<file path="src/rtl/phase_err_det.sv">
// Bang-bang / linear phase-error detector between a reference and a DCO
// feedback signal, with saturating cycle counter and frequency flags.
module phase_err_det #(
    parameter int ERR_W       = 8,
    parameter int SYNC_STAGES = 0
) (
    input  logic                    clk,
    input  logic                    rst_n,
    input  logic                    en,
    input  logic                    ref_signal,
    input  logic                    ctrl_signal,
    output logic                    ref_rise,
    output logic                    lead,
    output logic                    lag,
    output logic                    err_valid,
    output logic signed [ERR_W-1:0] phase_err,
    output logic                    err_sat,
    output logic                    freq_up,
    output logic                    freq_dn
);
    localparam int CW = ERR_W - 1;
    localparam logic [CW-1:0] MAX_CNT = {CW{1'b1}};
    localparam logic [CW-1:0] ONE = CW'(1);
    localparam logic signed [ERR_W-1:0] MAX_POS = {1'b0, MAX_CNT};
    localparam logic signed [ERR_W-1:0] MAX_NEG = {1'b1, {(CW-1){1'b0}}, 1'b1};

    typedef enum logic [1:0] {IDLE, WAIT_CTRL, WAIT_REF} state_t;

    // bit 0 carries ref, bit 1 carries ctrl
    logic [1:0] raw, sync, d1, rise;
    assign raw = {ctrl_signal, ref_signal};

    generate
        if (SYNC_STAGES == 0) begin : g_nosync
            assign sync = raw;
        end else begin : g_sync
            logic [SYNC_STAGES-1:0][1:0] ff;
            always_ff @(posedge clk or negedge rst_n) begin
                if (!rst_n) begin
                    ff <= '0;
                end else begin
                    ff[0] <= raw;
                    for (int i = 1; i < SYNC_STAGES; i++) begin
                        ff[i] <= ff[i-1];
                    end
                end
            end
            assign sync = ff[SYNC_STAGES-1];
        end
    endgenerate

    always_ff @(posedge clk or negedge rst_n) begin
        if (!rst_n) d1 <= '0;
        else        d1 <= sync;
    end

    assign rise = sync & ~d1;
    logic ref_r, ctrl_r;
    assign ref_r  = rise[0];
    assign ctrl_r = rise[1];
    assign ref_rise = ref_r & rst_n;

    state_t state, nxt_state;
    logic [CW-1:0] cnt, nxt_cnt, cnt_inc;
    logic signed [ERR_W-1:0] pos, neg, emit_val;
    logic emit, emit_lead, emit_lag, emit_up, emit_dn, emit_sat;

    assign cnt_inc = (cnt == MAX_CNT) ? cnt : cnt + ONE;
    assign pos = {1'b0, cnt};
    assign neg = ERR_W'(0) - pos;

    always_ff @(posedge clk or negedge rst_n) begin
        if (!rst_n) begin
            state <= IDLE;
            cnt   <= '0;
        end else begin
            state <= nxt_state;
            cnt   <= nxt_cnt;
        end
    end

    always_comb begin
        nxt_state = state;
        nxt_cnt   = cnt;
        emit      = 1'b0;
        emit_val  = '0;
        emit_lead = 1'b0;
        emit_lag  = 1'b0;
        emit_up   = 1'b0;
        emit_dn   = 1'b0;
        if (!en) begin
            nxt_state = IDLE;
            nxt_cnt   = '0;
        end else begin
            unique case (state)
                IDLE: begin
                    if (ref_r && ctrl_r) begin
                        emit = 1'b1;
                    end else if (ref_r) begin
                        nxt_state = WAIT_CTRL;
                        nxt_cnt   = ONE;
                    end else if (ctrl_r) begin
                        nxt_state = WAIT_REF;
                        nxt_cnt   = ONE;
                    end
                end
                WAIT_CTRL: begin
                    if (ctrl_r) begin
                        emit     = 1'b1;
                        emit_val = pos;
                        emit_lag = 1'b1;
                        if (ref_r) begin
                            nxt_cnt = ONE;
                        end else begin
                            nxt_state = IDLE;
                            nxt_cnt   = '0;
                        end
                    end else if (ref_r) begin
                        // second ref edge with no ctrl edge: ctrl is slow
                        emit     = 1'b1;
                        emit_val = MAX_POS;
                        emit_up  = 1'b1;
                        nxt_cnt  = ONE;
                    end else begin
                        nxt_cnt = cnt_inc;
                    end
                end
                WAIT_REF: begin
                    if (ref_r) begin
                        emit      = 1'b1;
                        emit_val  = neg;
                        emit_lead = 1'b1;
                        if (ctrl_r) begin
                            nxt_cnt = ONE;
                        end else begin
                            nxt_state = IDLE;
                            nxt_cnt   = '0;
                        end
                    end else if (ctrl_r) begin
                        emit     = 1'b1;
                        emit_val = MAX_NEG;
                        emit_dn  = 1'b1;
                        nxt_cnt  = ONE;
                    end else begin
                        nxt_cnt = cnt_inc;
                    end
                end
                default: begin
                    nxt_state = IDLE;
                    nxt_cnt   = '0;
                end
            endcase
        end
    end

    always_comb begin
        emit_sat = emit && ((emit_val == MAX_POS) || (emit_val == MAX_NEG));
    end

    always_ff @(posedge clk or negedge rst_n) begin
        if (!rst_n) begin
            err_valid <= 1'b0;
            lead      <= 1'b0;
            lag       <= 1'b0;
            err_sat   <= 1'b0;
            freq_up   <= 1'b0;
            freq_dn   <= 1'b0;
            phase_err <= '0;
        end else begin
            err_valid <= emit;
            lead      <= emit_lead;
            lag       <= emit_lag;
            err_sat   <= emit_sat;
            freq_up   <= emit_up;
            freq_dn   <= emit_dn;
            if (emit) phase_err <= emit_val;
        end
    end
endmodule

</file>
<file path="config.mk">
export PLATFORM = sky130hd
export DESIGN_NAME = phase_err_det
export DESIGN_NICKNAME = d
export VERILOG_FILES = /design/src/rtl/phase_err_det.sv
export SDC_FILE = /design/constraint.sdc
export NUM_CORES = 1
export LEC_CHECK = 0
export ABC_CLOCK_PERIOD_IN_PS = 3000
export CAP_MARGIN = 40
export CELL_PAD_IN_SITES_DETAIL_PLACEMENT = 0
export CELL_PAD_IN_SITES_GLOBAL_PLACEMENT = 1
export CORE_UTILIZATION = 41
export CTS_CLUSTER_DIAMETER = 80
export DETAILED_ROUTE_END_ITERATION = 7
export GPL_TIMING_DRIVEN = 1
export HOLD_SLACK_MARGIN = 0.1
export PLACE_DENSITY_LB_ADDON = 0.1
export SETUP_SLACK_MARGIN = 0.15
export SLEW_MARGIN = 20
export SYNTH_ARGS = -nofsm -noshare
export SYNTH_HDL_FRONTEND = slang
export SYNTH_SLANG_ARGS = --single-unit
</file>
<file path="constraint.sdc">
create_clock -name clk -period 3 [get_ports clk]
set_input_delay 0.45 -clock clk [delete_from_list [all_inputs] [get_ports clk]]
set_output_delay 0.45 -clock clk [all_outputs]
set_load 0.02 [all_outputs]
</file>
**Word level (Yosys, flattened, before mapping)**

Cells that the tools add are included.

- Output and inout bits: 15
- Register bits: 25
- Input port bits: 5
- Logic and storage cells: 76

- Bitwise operators: 3
- Multiplexer cells: 44
- Eq/ne operators: 11
- $add $sub $neg: 2
- Reductions and logical operators: 6

Operator list:

| kind | number |
|---|---|
| $mux 7 | 11 |
| $mux 8 | 3 |
| $pmux 7 s3 | 1 |
| $mux 1 | 18 |
| $eq 8x8->1 const B | 2 |
| $mux 2 | 8 |
| $pmux 8 s2 | 1 |
| $ne 3x3->1 const B | 5 |
| $sub 1x7->8 const A | 1 |
| $add 7x1->7 const B | 1 |
| $eq 7x7->1 const B | 1 |
| $pmux 2 s3 | 1 |
| $reduce_and 6->1 | 1 |
| $ne 4x4->1 const B | 1 |
| $pmux 1 s3 | 1 |
| $and 2x2->2 | 1 |
| $eq 2x1->1 const B | 1 |
| $eq 2x2->1 const B | 1 |
| $logic_and 1x1->1 | 2 |
| $logic_not 2->1 | 1 |
| $not 2->2 | 1 |
| $reduce_and 2->1 | 1 |
| $and 1x1->1 | 1 |
| $logic_or 1x1->1 | 1 |

**Logic depth before layout (Yosys ltp)**

- Word-level depth: 9
- Gate-level depth with buffers: 9
- Mapped depth without buffers: 8

**Least setup slack after synthesis**

Ideal clock, no wire load.

- Kind: register -> register
- Start point: reg cnt[0]
- End point: reg err_sat
- Clock period less this slack: 2.193 ns
- Slack: 0.807 ns
- Stages on the path, launching flop included: 9
- Arrival: 2.115 ns
- Data required time: 2.923 ns
- Path through: dfrtp_1 > inv_1 > ha_1 > or4b_4 > or4_1 > and3_4 > nor2_2 > nand4_1 > a21oi_1

- Word-level cells in the longest chain between the ends: 7

Ends and longest elaborated chain:

| element | RTL line | RTL |
|---|---|---|
| start, declared | 64 | `logic [CW-1:0] cnt, nxt_cnt, cnt_inc;` |
| start signal, assigned | 78 | `cnt <= nxt_cnt;` |
| $sub 1x7->8 | 70 | `assign neg = ERR_W'(0) - pos;` |
| $mux 8 | 129 | `if (ref_r) begin` |
| $pmux 8 s2 * | 95 | `unique case (state)` |
| $mux 8 * | 91 | `if (!en) begin` |
| $eq 8x8->1 | 157 | `emit_sat = emit && ((emit_val == MAX_POS) \|\| (emit_val == MAX_NEG));` |
| $logic_or 1x1->1 * | 157 |  |
| $logic_and 1x1->1 * | 157 |  |
| net emit_sat | 66 | `logic emit, emit_lead, emit_lag, emit_up, emit_dn, emit_sat;` |
| end signal, assigned | 173 | `err_sat <= emit_sat;` |
| end, declared | 17 | `output logic err_sat,` |

The timed path passes the listed nets; every way through them passes the cells marked *.
A chain may end at the register's enable or synchronous reset.

**Worst setup path after layout**

- Start point: in ref_signal
- End point: out ref_rise

- Word-level cells in the longest chain between the ends: 2

Ends and longest elaborated chain:

| element | RTL line | RTL |
|---|---|---|
| start, declared | 10 | `input logic ref_signal,` |
| $and 2x2->2 | 57 | `assign rise = sync & ~d1;` |
| $and 1x1->1 | 61 | `assign ref_rise = ref_r & rst_n;` |
| end, declared | 12 | `output logic ref_rise,` |

No other way between the ends.

==> impl_metrics.tcl <==
set metrics [dict create \
    cts_tree "done" \
    drv_cap 0 \
    tns_ns 0 \
    finalHoldViolCount 0 \
    cts_buffer_depth 2 \
    drt_iter0_markers 82 \
    rsz0062_at_grt "false" \
    synth_flop_cell "dfrtp_1" \
    setup_viol 0 \
    finalCritPeriodShare_pct 85.5 \
    final_util_pct 50.8 \
    fillers 364 \
    yosys_warnings 0 \
    drc_errors 0 \
    rows 22 \
    cts_made_buffers 3 \
    path_max_fanout 9 \
    ioPinCount 20 \
    wl_per_cell_um 16.3 \
    viasPerCell 5.75 \
    critPathRequiredTime_ns 2.55 \
    min_from "phase_err[5]" \
    grt_use_total_pct 22.0 \
    async_reset_ff_share_pct 100 \
    power_density_nw_per_um2 388 \
    ant_nets 0 \
    max-vdd-ir-drop_mv 0.174 \
    place_congestion 0.880 \
    synth-seq-area-share_pct 39.8 \
    clock_skew_ns 0.00208 \
    tightest_slew_ns 0.586 \
    hold_depth 2 \
    first_global_vias 1370 \
    grt_pass1_wl_um 6870 \
    insertion_delay_ns 0.28 \
    grt_max_degree 26 \
    cts.repair.resized 0 \
    drt-pass1-iter-count 4 \
    critPathCaptureType "output pin" \
    layout_common_cells "dfrtp_1 (25), nand2_1 (20), clkdlybuf4s50_1 (19), nor2_1 (17), o21ai_0 (16)" \
    final-max-slew-violation-count 0 \
    crit_path_start_kind "input pin" \
    io_buffers 19 \
    grt-ovfl-total 0 \
    path_clk_slew_ns 0.09 \
    syn2layout_area_growth_pct 18.1 \
    dp_hpwl_um 3040 \
    reg2reg_from "cnt[0]" \
    synth_nets 193 \
    holdBufCountCts 0 \
    netlist_area_um2 1570 \
    worstSetupStartpoint "ref_signal" \
    start_util_pct 43.0 \
    syn_area_per_cell_um2 8.64 \
    synthesis.instances 182 \
    htree_levels 1 \
    cp.arrival_ns 2.12 \
    timing.rr.end "err_sat" \
    hold_class "reg -> reg" \
    r2r_cells 8 \
    cts_num_sinks 25 \
    yosys_register_bits 25 \
    wl_um 4010 \
    core_area_um2 3660 \
    die_h_um 63.9 \
    cts_setup_buffers 0 \
    fmax_mhz 390 \
    p_leak_uw 0.000761 \
    diodes 0 \
    die-area_um2 4090 \
    cts-root-buf "clkbuf_8" \
    antenna_found_initial 0 \
    vias 1415 \
    fin_crit_ns 2.57 \
    regToRegSetupSlack_ns 0.57 \
    status "finished clean" \
    nets 210 \
    chipWidth_um 63.9 \
    synth_edf_count 0 \
    layout-drive-gt1-share_pct 9.09 \
    cp-endpoint "ref_rise" \
    critPathKind "in -> out" \
    layout_commonest_cell "dfrtp_1" \
    yosys.cell_types.count 48 \
    slew_headroom_pct 60.8 \
]
==> metrics by stage <==
step	setup WS (ns)	area [µm²]	cells	total power, µW	hold slack [ns]
detailed placement	0.264	1810	242	517	0.465
floorplan	0.807	1570	182	461	0.154
global route	0.327	1860	246	758	0.509
CTS	0.256	1860	246	727	0.486
global placement	0.282	1810	242	516	0.460
finish	0.434	1860	246	721	0.482
==> flip-flops by register name, indices dropped and copies added, names as in the netlist <==
register	flops
freq_up	1
cnt	7
d1	2
freq_dn	1
err_sat	1
lag	1
state	2
lead	1
err_valid	1
phase_err	8
==> layer usage <==
metal	global-route usage [%]	vias up	part of all wire, %
li1	-	691	-
met1	29.9	678	48
met2	37.2	41	47
met3	1.61	5	3.8
met4	6.82	0	1.2
met5	0	-	0
==> power breakdown <==
| group | switching [µW] | internal, µW | leakage, µW | total, µW |
|---|---|---|---|---|
| combinational | 92.7 | 60.3 | 0.000394 | 153 |
| sequential | 9.99 | 347 | 0.000342 | 357 |
| clock | 118 | 93.4 | 0.0000255 | 211 |
| total | 220 | 501 | 0.000761 | 721 |
==> cells in the mapped netlist (3+ instances only) <==
library cell | instances | share of area [%]
a21oi_1 | 5 | 1.6
ha_1 | 6 | 4.8
nor3_1 | 4 | 1.3
a22o_1 | 4 | 2.2
nand4_1 | 5 | 2.0
dfrtp_1 | 25 | 40
a21o_1 | 3 | 1.4
clkbuf_1 | 10 | 2.4
a211oi_1 | 3 | 1.4
o21ai_0 | 16 | 5.1
nor2b_1 | 3 | 1.2
nand3_1 | 4 | 1.3
a32o_1 | 3 | 1.9
inv_1 | 11 | 2.6
a31oi_1 | 3 | 1.2
nor2_1 | 17 | 4.1
nand2b_1 | 3 | 1.2
nand2_1 | 20 | 4.8
==> cell families after synthesis <==
logic type | after synthesis | synth area share [%]
multiplexers | 2 | 1.27
flip-flops | 25 | 39.8
AND/OR/NAND/NOR | 68 | 22.0
AO/OA/AOI/OAI | 55 | 24.7
adder cells (fa/ha/maj) | 6 | 4.77
XOR/XNOR | 2 | 1.11
buffers and inverters | 24 | 6.36
==> critical path, stage by stage <==
cell	delay, ns
clkdlybuf4s50_1	0.53
nor2b_2	0.36
and2_1	0.18
clkdlybuf4s50_1	0.60
==> cell type report <==
| type | count | area [µm²] | area share [%] |
|---|---|---|---|
| Clock buffer | 3 | 41.3 | 2.22 |
| Clock inverter | 1 | 5.00 | 0.269 |
| Inverter | 11 | 41.3 | 2.22 |
| Multi-Input combinational cell | 133 | 850 | 45.7 |
| Sequential cell | 25 | 626 | 33.7 |
| Tap cell | 48 | 60.1 | 3.23 |
| Timing Repair Buffer | 25 | 235 | 12.7 |
==> worst min-delay path by stage <==
stage / to / slack [ns]
2_1_floorplan: cnt[0] / 0.15
3_3_place_gp: phase_err[4] / 0.46
3_5_place_dp: phase_err[4] / 0.46
4_1_cts: phase_err[4] / 0.49
5_1_grt: phase_err[5] / 0.51
6_report: phase_err[5] / 0.48
Power figures use the tool's default switching activity.
==> RTL change 1 (same flow settings) <==
Re-encode `state_t` (3 states) as one-hot, 3 bits wide.
--- a/src/rtl/phase_err_det.sv
+++ b/src/rtl/phase_err_det.sv
@@ -25,5 +25,5 @@
     localparam logic signed [ERR_W-1:0] MAX_NEG = {1'b1, {(CW-1){1'b0}}, 1'b1};
 
-    typedef enum logic [1:0] {IDLE, WAIT_CTRL, WAIT_REF} state_t;
+    typedef enum logic [2:0] {IDLE = 3'b001, WAIT_CTRL = 3'b010, WAIT_REF = 3'b100} state_t;
 
     // bit 0 carries ref, bit 1 carries ctrl
Behaviour: same outputs for any inputs over 10 cycles, from zero or initial values and one cycle with rst_n low; not proved beyond that.
==> RTL change 1 against the original RTL <==
Sequential share of layout area rose by 2.1 points; setup slack improved by 0.28 ns; synthesized area fell by 1.9%; synthesized cell count fell by 4.9%; largest power group unchanged; critical endpoint unchanged; wire length fell by 4.2%; power rose by 1.9%; non-clock buffer count did not move; design area fell by 2.0%; sequential cell count rose by 1; clock power rose by 9%; count of clock-buffer cells in the layout rose by 1; maximum frequency rose by 12%.
==> RTL change 1: results (changes against the original RTL) <==
- The share of async-settable or async-resettable flops after synthesis came to 1.00 (unchanged).
- The global-route wire length before repair came to 6610 µm (was 6870 µm).
- The standard cell area after detailed placement is 0.00177 mm² (was 0.00181 mm²).
- Largest regs: phase_err x8, cnt x7, state x3 (was phase_err x8, cnt x7).
- The synthesized-area fraction occupied by ao, oa, aoi and oai cells was 0.264 (was 0.247).
- The synthesized-area fraction occupied by xor and xnor cells came to 0.0114 (was 0.0111).
- The largest vdd supply drop is 220 µV (was 174 µV).
- The final net count came to 197 (was 210).
- The length in cells of the worst reg-to-reg path was 6 (was 8).
- The largest net degree at the start of global routing is 27 (was 26).
- The transition time at the pin with the least slew margin is 0.484 ns (was 0.586 ns).
- The half-perimeter wire length after placement came to 2850 µm (was 3040 µm).
- The number of filler cells placed in the layout was 344 (was 364).
- Commonest cells in the synthesized netlist: 25 x dfrtp_1, 12 x nand2_1, 12 x nor2_1, 12 x o21ai_1, 9 x clkbuf_1 (was 25 x dfrtp_1, 20 x nand2_1, 17 x nor2_1).
- Run status: complete, no violations (unchanged).
- The total nets after synthesis is 180 (was 193).
- The hold-critical path depth is 1 (was 2).
- The number of global-route vias before repair is 1378 (was 1370).
- The multiplexer share of the synthesized area is 0 (was 0.0127).
- The number of unique standard cell types used by synthesis is 45 (was 48).
- The total wire length after detailed routing is 3840 µm (was 4010 µm).
- The violation count after the first detailed-route iteration is 62 (was 82).
- The met1 track demand over resource came to 0.290 (was 0.299).
- The critical path data arrival time is 1.84 ns (was 2.12 ns).
- Largest cells by area after synthesis: dfrtp_1 41%, o21ai_1 3.9%, nand2_1 2.9% (was dfrtp_1 40%, o21ai_0 5.1%, ha_1 4.8%).
- The share of the yosys chip area belonging to registers came to 0.423 (was 0.398).
- The clock skew after layout is 0.00505 ns (was 0.00208 ns).
- The global-route track usage on met2 was 0.348 (was 0.372).
- The top fanout value on the critical path came to 3 (was 9).
- The share of final-layout standard cells stronger than drive strength 1 is 0.0847 (was 0.0909).
- The via density per instance is 6.00 (was 5.75).
- The met3 layer usage reported by global route is 0.0217 (was 0.0161).
- The static leakage is 0.724 nW (was 0.761 nW).
- The overall routing resource usage is 0.209 (was 0.220).
- The final weighted congestion of routability-driven global placement is 0.955 (was 0.880).
- The area share of fa/ha/maj cells after synthesis came to 0.0162 (was 0.0477).
==> RTL change 1: path summary, 6_finish.rpt <==
path / from / to / slack, ns
max in group asynchronous: rst_n / state[0] / 2.13
min in group asynchronous: rst_n / phase_err[4] / 0.57
min: phase_err[7] / phase_err[7] / 0.49
min reg2reg: phase_err[7] / phase_err[7] / 0.49
max: ref_signal / ref_rise / 0.71
max reg2reg: state[1] / err_sat / 0.73
==> RTL change 1: layout make-up <==
class | count | area (µm²) | area share
multi-input cells | 127 | 796 | 0.437
flip-flops and latches | 26 | 652 | 0.358
repair buffers | 25 | 235 | 0.129
well taps | 46 | 57.6 | 0.0316
clock buffers | 4 | 55.1 | 0.0302
inverters | 7 | 26.3 | 0.0144
==> RTL change 1: cells by family (layout without fill, tap and decap cells) <==
| family | Yosys count | in the layout |
|---|---|---|
| buf+inv | 20 | 36 |
| compound gates | 59 | 59 |
| flops | 26 | 26 |
| xor+xnor | 2 | 2 |
| fa+ha+maj | 2 | 2 |
| simple gates | 64 | 64 |
==> RTL change 1: power breakdown <==
group          internal (W)  switching (W)
Clock              0.000117       0.000113
Combinational     0.0000540      0.0000702
Sequential         0.000366      0.0000144
==> RTL change 1: stage by stage <==
stage | instances | setup WS (ns) | util | hold WS, ns
floorplan | 173 | 1.01 | - | 0.154
global placement | 231 | 0.659 | 0.509 | 0.471
detailed placement | 231 | 0.617 | 0.509 | 0.467
CTS | 235 | 0.701 | 0.525 | 0.489
global route | 235 | 0.541 | 0.525 | 0.506
finish | 235 | 0.712 | 0.525 | 0.485
==> RTL change 1: worst max-delay path, delay by kind of cell <==
kind / cells / cell delay, ns
buffers and inverters: 2 / 1.10
and+or+nand+nor: 2 / 0.29
==> RTL change 1: metal layers <==
layer	wire length (µm)	share of wire	up-vias
li1	-	-	672
met1	1830	0.48	693
met2	1840	0.48	42
met3	126	0.033	4
met4	38	0.0099	0
met5	0	0	-
==> RTL change 2 (config.mk and constraints unchanged) <==
Made on the original files. `ERR_W`: 8 -> 12.
--- a/src/rtl/phase_err_det.sv
+++ b/src/rtl/phase_err_det.sv
@@ -2,5 +2,5 @@
 // feedback signal, with saturating cycle counter and frequency flags.
 module phase_err_det #(
-    parameter int ERR_W       = 8,
+    parameter int ERR_W       = 12,
     parameter int SYNC_STAGES = 0
 ) (
Interface: changed (resized phase_err); port bits go from 20 to 24. No check against the original RTL was run, so the function may have changed too.
==> RTL change 2 against the original RTL <==
Wire length increased by 40%; non-clock buffer count increased by 4; setup slack got worse by 0.034 ns; via count increased by 32%; critical path depth unchanged; design area increased by 37%; synthesized cell count increased by 30%; synthesized area increased by 39%; power increased by 38%; sequential power increased by 31%; worst hold slack got worse by 0.0066 ns; sequential cell count increased by 8.
==> RTL change 2: results (changes against the original RTL) <==
- The number of global-route vias before repair came to 1716 (was 1370).
- The number of antenna diodes is 0 (unchanged).
- The global-route wire length before repair came to 9150 µm (was 6870 µm).
- Largest cells by area after synthesis: dfrtp_1 38%, nor2_1 3.6%, ha_1 3.4% (was dfrtp_1 40%, o21ai_0 5.1%, ha_1 4.8%).
- The buffers inserted during post-CTS setup optimization is 0 (unchanged).
- The share of final-layout standard cells stronger than drive strength 1 was 0.105 (was 0.0909).
- The final weighted congestion of routability-driven global placement is 0.820 (was 0.880).
- The CTS H-tree depth came to 2 (was 1).
- The via density per instance is 5.68 (was 5.75).
- The total nets after synthesis was 248 (was 193).
- The top layer used by detailed routing is met4 (unchanged).
- The final net count is 268 (was 210).
- The later pin in the worst-skew pair is clocked with a latency of 0.29 ns.
- The static leakage is 1.07 nW (was 0.761 nW).
- The master cell of the clock root buffer is clkbuf_8 (unchanged).
- The count of buffers from port buffering was 23 (was 19).
- The critical path data arrival time is 2.15 ns (was 2.12 ns).
- Run status: complete, no violations (unchanged).
- The number of buffers created by CTS is 5 (was 3).
- The largest vdd supply drop was 278 µV (was 174 µV).
- The total wire length after detailed routing is 5610 µm (was 4010 µm).
- The overall routing resource usage is 0.221 (was 0.220).
- The total routed wire length on the met1 layer is 2750 µm (was 1910 µm).
- The half-perimeter wire length after placement is 4110 µm (was 3040 µm).
- The maximum clock path buffer count is 2 (unchanged).
- The clock slew seen by the registers of the worst setup and hold paths came to 0.06 ns (was 0.09 ns).
- The met2 routed wirelength came to 2580 µm (was 1900 µm).
- The share of the yosys chip area belonging to registers is 0.378 (was 0.398).
- The hold-critical path depth is 2 (unchanged).
- The sum of met3 wire segment lengths after detailed routing was 227 µm (was 153 µm).
- The largest net degree at the start of global routing is 34 (was 26).
- The top fanout value on the critical path is 13 (was 9).
- The share of async-settable or async-resettable flops after synthesis is 1.00 (unchanged).
- The kind of path behind the tightest hold check is reg2reg (unchanged).
- The number of unique standard cell types used by synthesis is 59 (was 48).
- The main flop type after synthesis is dfrtp_1 (unchanged).
- The violation count after the first detailed-route iteration is 102 (was 82).
- The switching power summed over all nets is 0.000304 W (was 0.000220 W).
- Commonest cells in the synthesized netlist: 33 x dfrtp_1, 21 x nor2_1, 18 x nand2_1 (was 25 x dfrtp_1, 20 x nand2_1, 17 x nor2_1).
- The number of detailed-route iterations in the first pass came to 4 (unchanged).
- The clock skew after layout is 0.00863 ns (was 0.00208 ns).
- The number of warnings reported in the yosys synthesis log is 0 (unchanged).
- Largest regs: phase_err x12, cnt x11 (was phase_err x8, cnt x7).
- The total of cells resized after clock tree synthesis was 0 (unchanged).
- The length in cells of the worst reg-to-reg path is 8 (unchanged).
- The relative slew slack is 0.595 (was 0.608).
- The initial antenna violation count is 0 (unchanged).
RTL change 2: worst paths after layout:
check                        startpoint       endpoint  slack [ns]
min in group asynchronous         rst_n  phase_err[11]        0.63
max reg2reg                      cnt[0]        err_sat        0.58
min                        phase_err[8]   phase_err[8]        0.48
min reg2reg                phase_err[8]   phase_err[8]        0.48
max in group asynchronous         rst_n        freq_dn        2.05
max                          ref_signal       ref_rise        0.40
RTL change 2: logic make-up (layout without fill, tap and decap cells):
| logic type | after synthesis | count (layout) | synth area share |
|---|---|---|---|
| buffers and inverters | 26 | 47 | 0.0601 |
| AOI/OAI and AO/OA | 61 | 61 | 0.217 |
| xor gates and xnor gates | 8 | 8 | 0.0320 |
| DFF | 33 | 33 | 0.378 |
| muxes | 6 | 6 | 0.0292 |
| adders and majority gates | 6 | 6 | 0.0343 |
| and+or+nand+nor | 97 | 97 | 0.250 |
RTL change 2: worst max-delay path, stage by stage:
cell and delay (ns):
clkdlybuf4s50_1 0.53, and2b_1 0.39, and2_1 0.18, clkdlybuf4s50_1 0.60
RTL change 2: metrics by stage:
step	cells	hold slack, ns	utilization	setup slack, ns	instance area (µm²)
finish	328	0.475	0.497	0.400	2540
global route	328	0.515	0.497	0.320	2540
CTS	328	0.485	0.497	0.412	2540
detailed placement	320	0.470	0.481	0.322	2460
global placement	320	0.462	0.481	0.391	2460
floorplan	237	0.154	-	0.947	2190
RTL change 2: cell type report:
class                           count  area (µm²)
Inverter                           10        37.5
Fill cell                         525        2570
Timing Repair Buffer               29         275
Clock buffer                        6        72.6
Multi-Input combinational cell    178        1230
Tap cell                           70        87.6
Clock inverter                      2        10.0
Sequential cell                    33         826
RTL change 2: routing by layer:
layer	up-vias	track usage
li1	920	-
met4	0	0.0608
met1	895	0.314
met5	-	0
met3	6	0.0428
met2	43	0.343
RTL change 2: power by group through the flow:
stage	Combinational, W	Sequential (W)	Clock [W]
6_report	0.000201	0.000469	0.000326
4_1_cts	0.000200	0.000469	0.000340
3_3_place_gp	0.000199	0.000478	0
5_1_grt	0.000223	0.000470	0.000356
3_5_place_dp	0.000199	0.000478	0
2_1_floorplan	0.000143	0.000475	0
